===== src/rtl/bcd_counter_7seg_n.sv =====
// bcd_counter_7seg_n: N-digit prescaled BCD up/down counter with load, terminal count and multiplexed 7-segment output
module bcd_counter_7seg_n #(
  parameter int DIGITS = 2,
  parameter int PRESCALE_BITS = 15,
  parameter int SCAN_BITS = 10
) (
  input  logic                  C,
  input  logic                  CLR,
  input  logic                  CE,
  input  logic                  UP_DN,
  input  logic                  LOAD,
  input  logic [4*DIGITS-1:0]   LOAD_VAL,
  output logic [4*DIGITS-1:0]   BCD_OUT,
  output logic                  TC,
  output logic [7:0]            SEG,
  output logic [DIGITS-1:0]     DIG_SEL
);
  localparam int IW = DIGITS > 1 ? $clog2(DIGITS) : 1;
  localparam logic [7:0] LUT [16] = '{8'h3F, 8'h06, 8'h5B, 8'h4F, 8'h66, 8'h6D, 8'h7D, 8'h07,
                                      8'h7F, 8'h6F, 8'h00, 8'h00, 8'h00, 8'h00, 8'h00, 8'h00};
  logic [PRESCALE_BITS-1:0] presc;
  logic [SCAN_BITS-1:0] sdiv;
  logic [IW-1:0] idx, nidx;
  logic [4*DIGITS-1:0] stepped, loadv;
  logic [3:0] d, ld;
  logic c, tick;
  // carry/borrow ripples through every digit so the whole count steps on one edge
  always_comb begin
    c = 1'b1;
    d = '0;
    ld = '0;
    stepped = BCD_OUT;
    loadv = '0;
    for (int i = 0; i < DIGITS; i++) begin
      d = BCD_OUT[4*i +: 4];
      stepped[4*i +: 4] = !c ? d : UP_DN ? (d == 4'd9 ? 4'd0 : d + 4'd1) : (d == 4'd0 ? 4'd9 : d - 4'd1);
      c = c & (UP_DN ? d == 4'd9 : d == 4'd0);
      ld = LOAD_VAL[4*i +: 4];
      loadv[4*i +: 4] = ld > 4'd9 ? 4'd0 : ld;
    end
  end
  assign tick = CE & ~LOAD & (&presc);
  assign nidx = idx == IW'(DIGITS - 1) ? '0 : idx + 1'b1;
  always_ff @(posedge C or posedge CLR) begin
    if (CLR) begin
      presc <= '0;
      BCD_OUT <= '0;
      TC <= 1'b0;
      sdiv <= '0;
      idx <= '0;
      DIG_SEL <= DIGITS'(1);
      SEG <= 8'h3F;
    end else begin
      TC <= tick & c;
      sdiv <= sdiv + 1'b1;
      if (LOAD) begin
        BCD_OUT <= loadv;
        presc <= '0;
      end else if (CE) begin
        presc <= presc + 1'b1;
        if (tick) BCD_OUT <= stepped;
      end
      if (&sdiv) begin
        idx <= nidx;
        DIG_SEL <= DIGITS'(1) << nidx;
        SEG <= LUT[BCD_OUT[{nidx, 2'b00} +: 4]];
      end
    end
  end
endmodule

===== config.mk =====
export PLATFORM = sky130hd
export DESIGN_NAME = bcd_counter_7seg_n
export DESIGN_NICKNAME = d
export VERILOG_FILES = /design/src/rtl/bcd_counter_7seg_n.sv
export SDC_FILE = /design/constraint.sdc
export NUM_CORES = 1
export LEC_CHECK = 0
export ABC_AREA = 1
export ABC_CLOCK_PERIOD_IN_PS = 5200
export CORE_ASPECT_RATIO = 0.75
export CORE_MARGIN = 8
export CORE_UTILIZATION = 45
export CTS_BUF_LIST = sky130_fd_sc_hd__clkbuf_2 sky130_fd_sc_hd__clkbuf_4 sky130_fd_sc_hd__clkbuf_8
export CTS_CLUSTER_SIZE = 14
export DETAILED_ROUTE_END_ITERATION = 12
export GPL_TIMING_DRIVEN = 0
export PLACE_DENSITY_LB_ADDON = 0.08
export SLEW_MARGIN = 5
export SYNTH_ARGS = -nofsm -noshare
export SYNTH_HDL_FRONTEND = slang
export SYNTH_SLANG_ARGS = --single-unit

===== constraint.sdc =====
create_clock -name C -period 5.2 [get_ports C]
set_clock_uncertainty 0.05 [all_clocks]
set_input_delay 0.78 -clock C [delete_from_list [all_inputs] [get_ports C]]
set_output_delay 0.78 -clock C [all_outputs]
set_load 0.05 [all_outputs]

; ---- Word level (Yosys, flattened, before mapping)
; Memory sizes are Yosys's and may differ from the RTL's. A register that Yosys moved wholly into a read port is not among the register bits.
; Cells that the tools add are included.
; Widths: inputs -> output; s select.
[word_totals]
ff_bits = 37
mem_bits_ro = 128
input_bits = 13
out_inout_bits = 19
wordCells = 53
memories = 1
[classes]
addsub = 7
n_lt_le_gt_ge = 2
eq_ne = 2
n_shift = 2
mux = 17
bitwise_logic = 6
n_reduce_logical = 9
[mem_list]
columns = name, words, width, read_ports, rd_ports_with_merged_regs, wr, line
row1 = (no name shown), 16, 8, 1, 1, 0, 66  ; SEG <= LUT[BCD_OUT[{nidx, 2'b00} +: 4]];
[ops]
columns = cell, n
row1 = $mux 4, 9
row2 = $mux 15, 2
row3 = $mux 8, 3
row4 = $add 15x1->15 const B, 1
row5 = $reduce_and 15->1, 1
row6 = $add 10x1->10 const B, 1
row7 = $reduce_and 10->1, 1
row8 = $add 4x1->4 const B, 2
row9 = $eq 4x4->1 const B, 2
row10 = $gt 4x4->1 const B, 2
row11 = $logic_not 4->1, 2
row12 = $shiftx 8x4->4, 1
row13 = $sub 4x1->4 const B, 2
row14 = $reduce_bool 2->1, 3
row15 = $not 4->5, 1
row16 = $and 1x1->1, 4
row17 = $mux 1, 3
row18 = $reduce_and 3->1, 1
row19 = $reduce_and 2->1, 1
row20 = $shl 1x1->2 const A, 1
row21 = $add 1x1->1 const B, 1
row22 = $not 1->1, 1

; ---- Logic depth before layout (Yosys ltp)
[logic_depth]
ltp_word = 7
depth_mapped = 12
ltp_nobuf = 12

; ---- Least setup slack after synthesis
; No wires, ideal clock.
[synth_timing]
path_type = reg-to-reg
from = reg BCD_OUT[4]
to = reg SEG[5]
setup_time_ns = 0.060
arrival_ns = 1.905
required_time_ns = 5.090
slack_ns = 3.185
path_stages_with_launch = 10
path_cell_list = dfrtp_1 clkbuf_1 o21ai_0 inv_1 ha_1 a21oi_1 o21ai_0 nand2_1 nand2_1 nand2_1
[synth_via]
elab_chain_cells = 2
[synth_rtl]
columns = item, line
row1 = "start, declared", 13  ; output logic [4*DIGITS-1:0] BCD_OUT,
row2 = "start signal, assigned", 57  ; BCD_OUT <= loadv;
row3 = "start signal, assigned", 61  ; if (tick) BCD_OUT <= stepped;
row4 = $shiftx 8x4->4, 66
row5 = $not 4->5 (not written as such), 66
row6 = "end, declared", 15  ; output logic [7:0] SEG,
; No other way between the ends.
; A chain may end at the register's enable or synchronous reset.

; ---- Worst setup path after layout
[layout_timing]
from = reg BCD_OUT[5]
to = out BCD_OUT[5]
; No word-level cell between the ends.

==> results.txt <==
Antenna Nets Post-Route: 0
Worst Hold Slack: 0.418 ns
Max Slew Vio Count: 0
Cells after DPL: 475
status: complete, no violations
Clock Path Buffers: 2
initial antenna violation count: 0
cts hold-fix bufs: 0
vias in the first global route: 2206
Post-Syn Area per Cell: 7.49 µm²
overall routing resource usage: 14.4%
IO Count: 32
Layout fillers: 590
Static Leak: 1.52 nW
IO Port Bufs: 29
DIE WIDTH: 106 µm
fraction of layout cells with a size suffix above 1: 15.8%
fin cells: 483
Hold Path Class: register to register
CP required: 4.37 ns
number of CTS-inserted buffers: 5
Die H: 83.7 µm
final wirelength: 6.12 mm
total power: 0.795 mW
Synth Cell Area: 2750 µm²
Remaining DRCs: 0
Worst Tran Pin Value: 0.544 ns
Critical Path Fanout Max: 8
crit share post-route: 48.7%
fraction of registers with async set/reset: 100%
Antenna Cells: 0
post-CTS sizing: 0
clk sinks: 43
fraction of the yosys area taken by sequential cells: 39.4%
WS Path Type: register to primary output
fin nets: 425
drt wl/cell: 12.7 µm
FMAX: 395 MHz
setup slack after layout: 2.67 ns
pin count of the biggest net entering global routing: 29
final number of setup-violating endpoints: 0
total grt overflow: 0
crit-path max cell delay: 0.87 ns
Pwr per Cell Area: 245 nW/µm²
syn_nets: 388
CP Cell Sequence: clkdlybuf4s50_1
Fin. Hold Viols: 0
Worst Path Arrival: 1.70 ns
GPL Wtd Cong: 0.846
Synthesis Warnings: 0
relative slew slack: 63.3%
CP endpoint kind: primary output
Final HPWL DP: 4.70 mm
setup tns final: 0 ns
Yosys reg bits: 43
Post-Syn Instances: 367
post-CTS setup buffer count: 0
Initial Util: 47.0%
Initial DRC Count: 178
CORE AREA: 5860 µm²
CP Launch Type: register
register area: 1080 µm²
Top FF cell, synth: dfrtp_1
distinct cell type count after synthesis: 39
Vias: 2392
minimum clock period: 2.53 ns
Skew-Pair Late Insertion Delay: 0.30 ns
Max-cap violations: 0
drt first pass iters: 4
CTS H-tree lvls: 2
first-pass GRT wire length: 10.6 mm
Slowest cell on crit path: clkdlybuf4s50_1
Critical path buffers and inverters: 1
Worst-path clk slew: 0.09 ns
Post-synth EDFFs: 0
area added between synthesis and finish: 18.1%
row cnt: 24
die area: 8890 µm²
CP delay by family, top: buffers and inverters
CTS tree: done
peak supply drop: 0.112 mV
DP Worst Slack: 2.85 ns
vias per cell: 4.95
area of the multi-input gates: 1460 µm²
Root Buffer: clkbuf_8
RSZ-0062 raised after global routing: false
[flip-flops by register name, indices dropped and copies added, names as in the netlist]
register,cells
presc,15
sdiv,10
BCD_OUT,8
SEG,7
DIG_SEL,2
TC,1
[area by class of cell]
cell class,instances,area share (%)
Inverter,41,4.78
Tap cell,78,3.01
Timing Repair Buffer,30,9.56
Sequential cell,43,33.4
Multi-Input combinational cell,274,44.9
Clock inverter,2,0.385
Buffer,9,1.58
Clock buffer,6,2.35
[cells in the mapped netlist (2+ instances only)]
cell | number | area share (%)
nand2_1 | 116 | 16
dfrtp_1 | 36 | 33
nand3_1 | 33 | 6.0
nor2_1 | 28 | 3.8
inv_1 | 25 | 3.4
o21ai_0 | 20 | 3.6
inv_2 | 13 | 1.8
a21oi_1 | 12 | 2.2
ha_1 | 8 | 3.6
dfstp_2 | 7 | 6.7
nand4_1 | 7 | 1.6
xor2_1 | 7 | 2.2
nor2_2 | 6 | 1.4
o21ai_1 | 6 | 1.1
clkbuf_1 | 4 | 0.55
nand2_2 | 4 | 0.91
nor2_4 | 4 | 1.6
buf_2 | 2 | 0.36
buf_4 | 2 | 0.55
clkinv_1 | 2 | 0.27
nand2_4 | 2 | 0.82
nand3_2 | 2 | 0.73
nand4_4 | 2 | 1.5
o21ai_2 | 2 | 0.64
o22ai_1 | 2 | 0.45
xnor2_1 | 2 | 0.64
[path summary, 6_finish.rpt]
path | startpoint | endpoint | slack [ns] | cells past startpoint
setup / recovery | BCD_OUT[5]$_DFFE_PP0P_ | BCD_OUT[5] | 2.67 | 1
hold / removal | DIG_SEL[0]$_DFFE_PP1P_ | DIG_SEL[0]$_DFFE_PP1P_ | 0.42 | 2
setup reg to reg | BCD_OUT[4]$_DFFE_PP0P_ | SEG[5]$_DFFE_PP1P_ | 3.15 | 9
hold reg to reg | DIG_SEL[0]$_DFFE_PP1P_ | DIG_SEL[0]$_DFFE_PP1P_ | 0.42 | 2
max in group asynchronous | CLR | presc[2]$_DFFE_PP0P_ | 3.92 | 3
min in group asynchronous | CLR | sdiv[3]$_DFF_PP0_ | 0.72 | 2
[report_power, final]
part | switching [mW] | total [mW] | internal [mW]
clock | 0.121 | 0.220 | 0.0993
combinational | 0.141 | 0.212 | 0.0709
sequential | 0.0178 | 0.362 | 0.345
total | 0.280 | 0.795 | 0.515
[cells in the final DEF, fill, tap and decap left out, types with 2 or more instances in the layout]
master / netlist / final
ha_1: 8 / 8
nand3_2: 2 / 2
o21ai_2: 2 / 2
a21oi_1: 12 / 12
clkbuf_8: 0 / 5
o22ai_1: 2 / 2
inv_1: 25 / 24
clkbuf_1: 4 / 4
nand2_2: 4 / 4
buf_4: 2 / 2
nand4_1: 7 / 7
buf_2: 2 / 2
nor2_2: 6 / 6
xor2_1: 7 / 7
clkdlybuf4s50_1: 0 / 29
clkinv_1: 2 / 2
nand4_4: 2 / 2
nor2_1: 28 / 28
nand3_1: 33 / 33
o21ai_1: 6 / 6
clkinv_2: 1 / 2
nand2_1: 116 / 116
xnor2_1: 2 / 2
dfrtp_1: 36 / 36
nor2_4: 4 / 4
nand2_4: 2 / 2
o21ai_0: 20 / 20
inv_2: 13 / 14
dfstp_2: 7 / 7
[per-stage QoR]
| stage | cell area, µm² | util, % |
|---|---|---|
| CTS | 3250 | 55.4 |
| finish | 3250 | 55.4 |
| floorplan | 2750 | - |
| global route | 3250 | 55.4 |
| global placement | 3140 | 53.6 |
| detailed placement | 3160 | 53.9 |
[per-layer routing]
layer,vias up,GRT usage [%],part of all wire [%]
met4,0,3.95,1.2
met5,-,0,0
li1,1250,-,-
met2,53,20.5,40
met3,8,3.94,5.7
met1,1081,20.6,53
[cell families after synthesis]
kind of cell	Yosys count	synth area share [%]
buf+inv	50	7.51
compound gates	46	9.42
xor+xnor	9	2.87
flops	43	39.4
fa+ha+maj	8	3.64
simple gates	210	37.0
other cells	1	0.136
No activity file was read; power rests on OpenSTA's default activity.
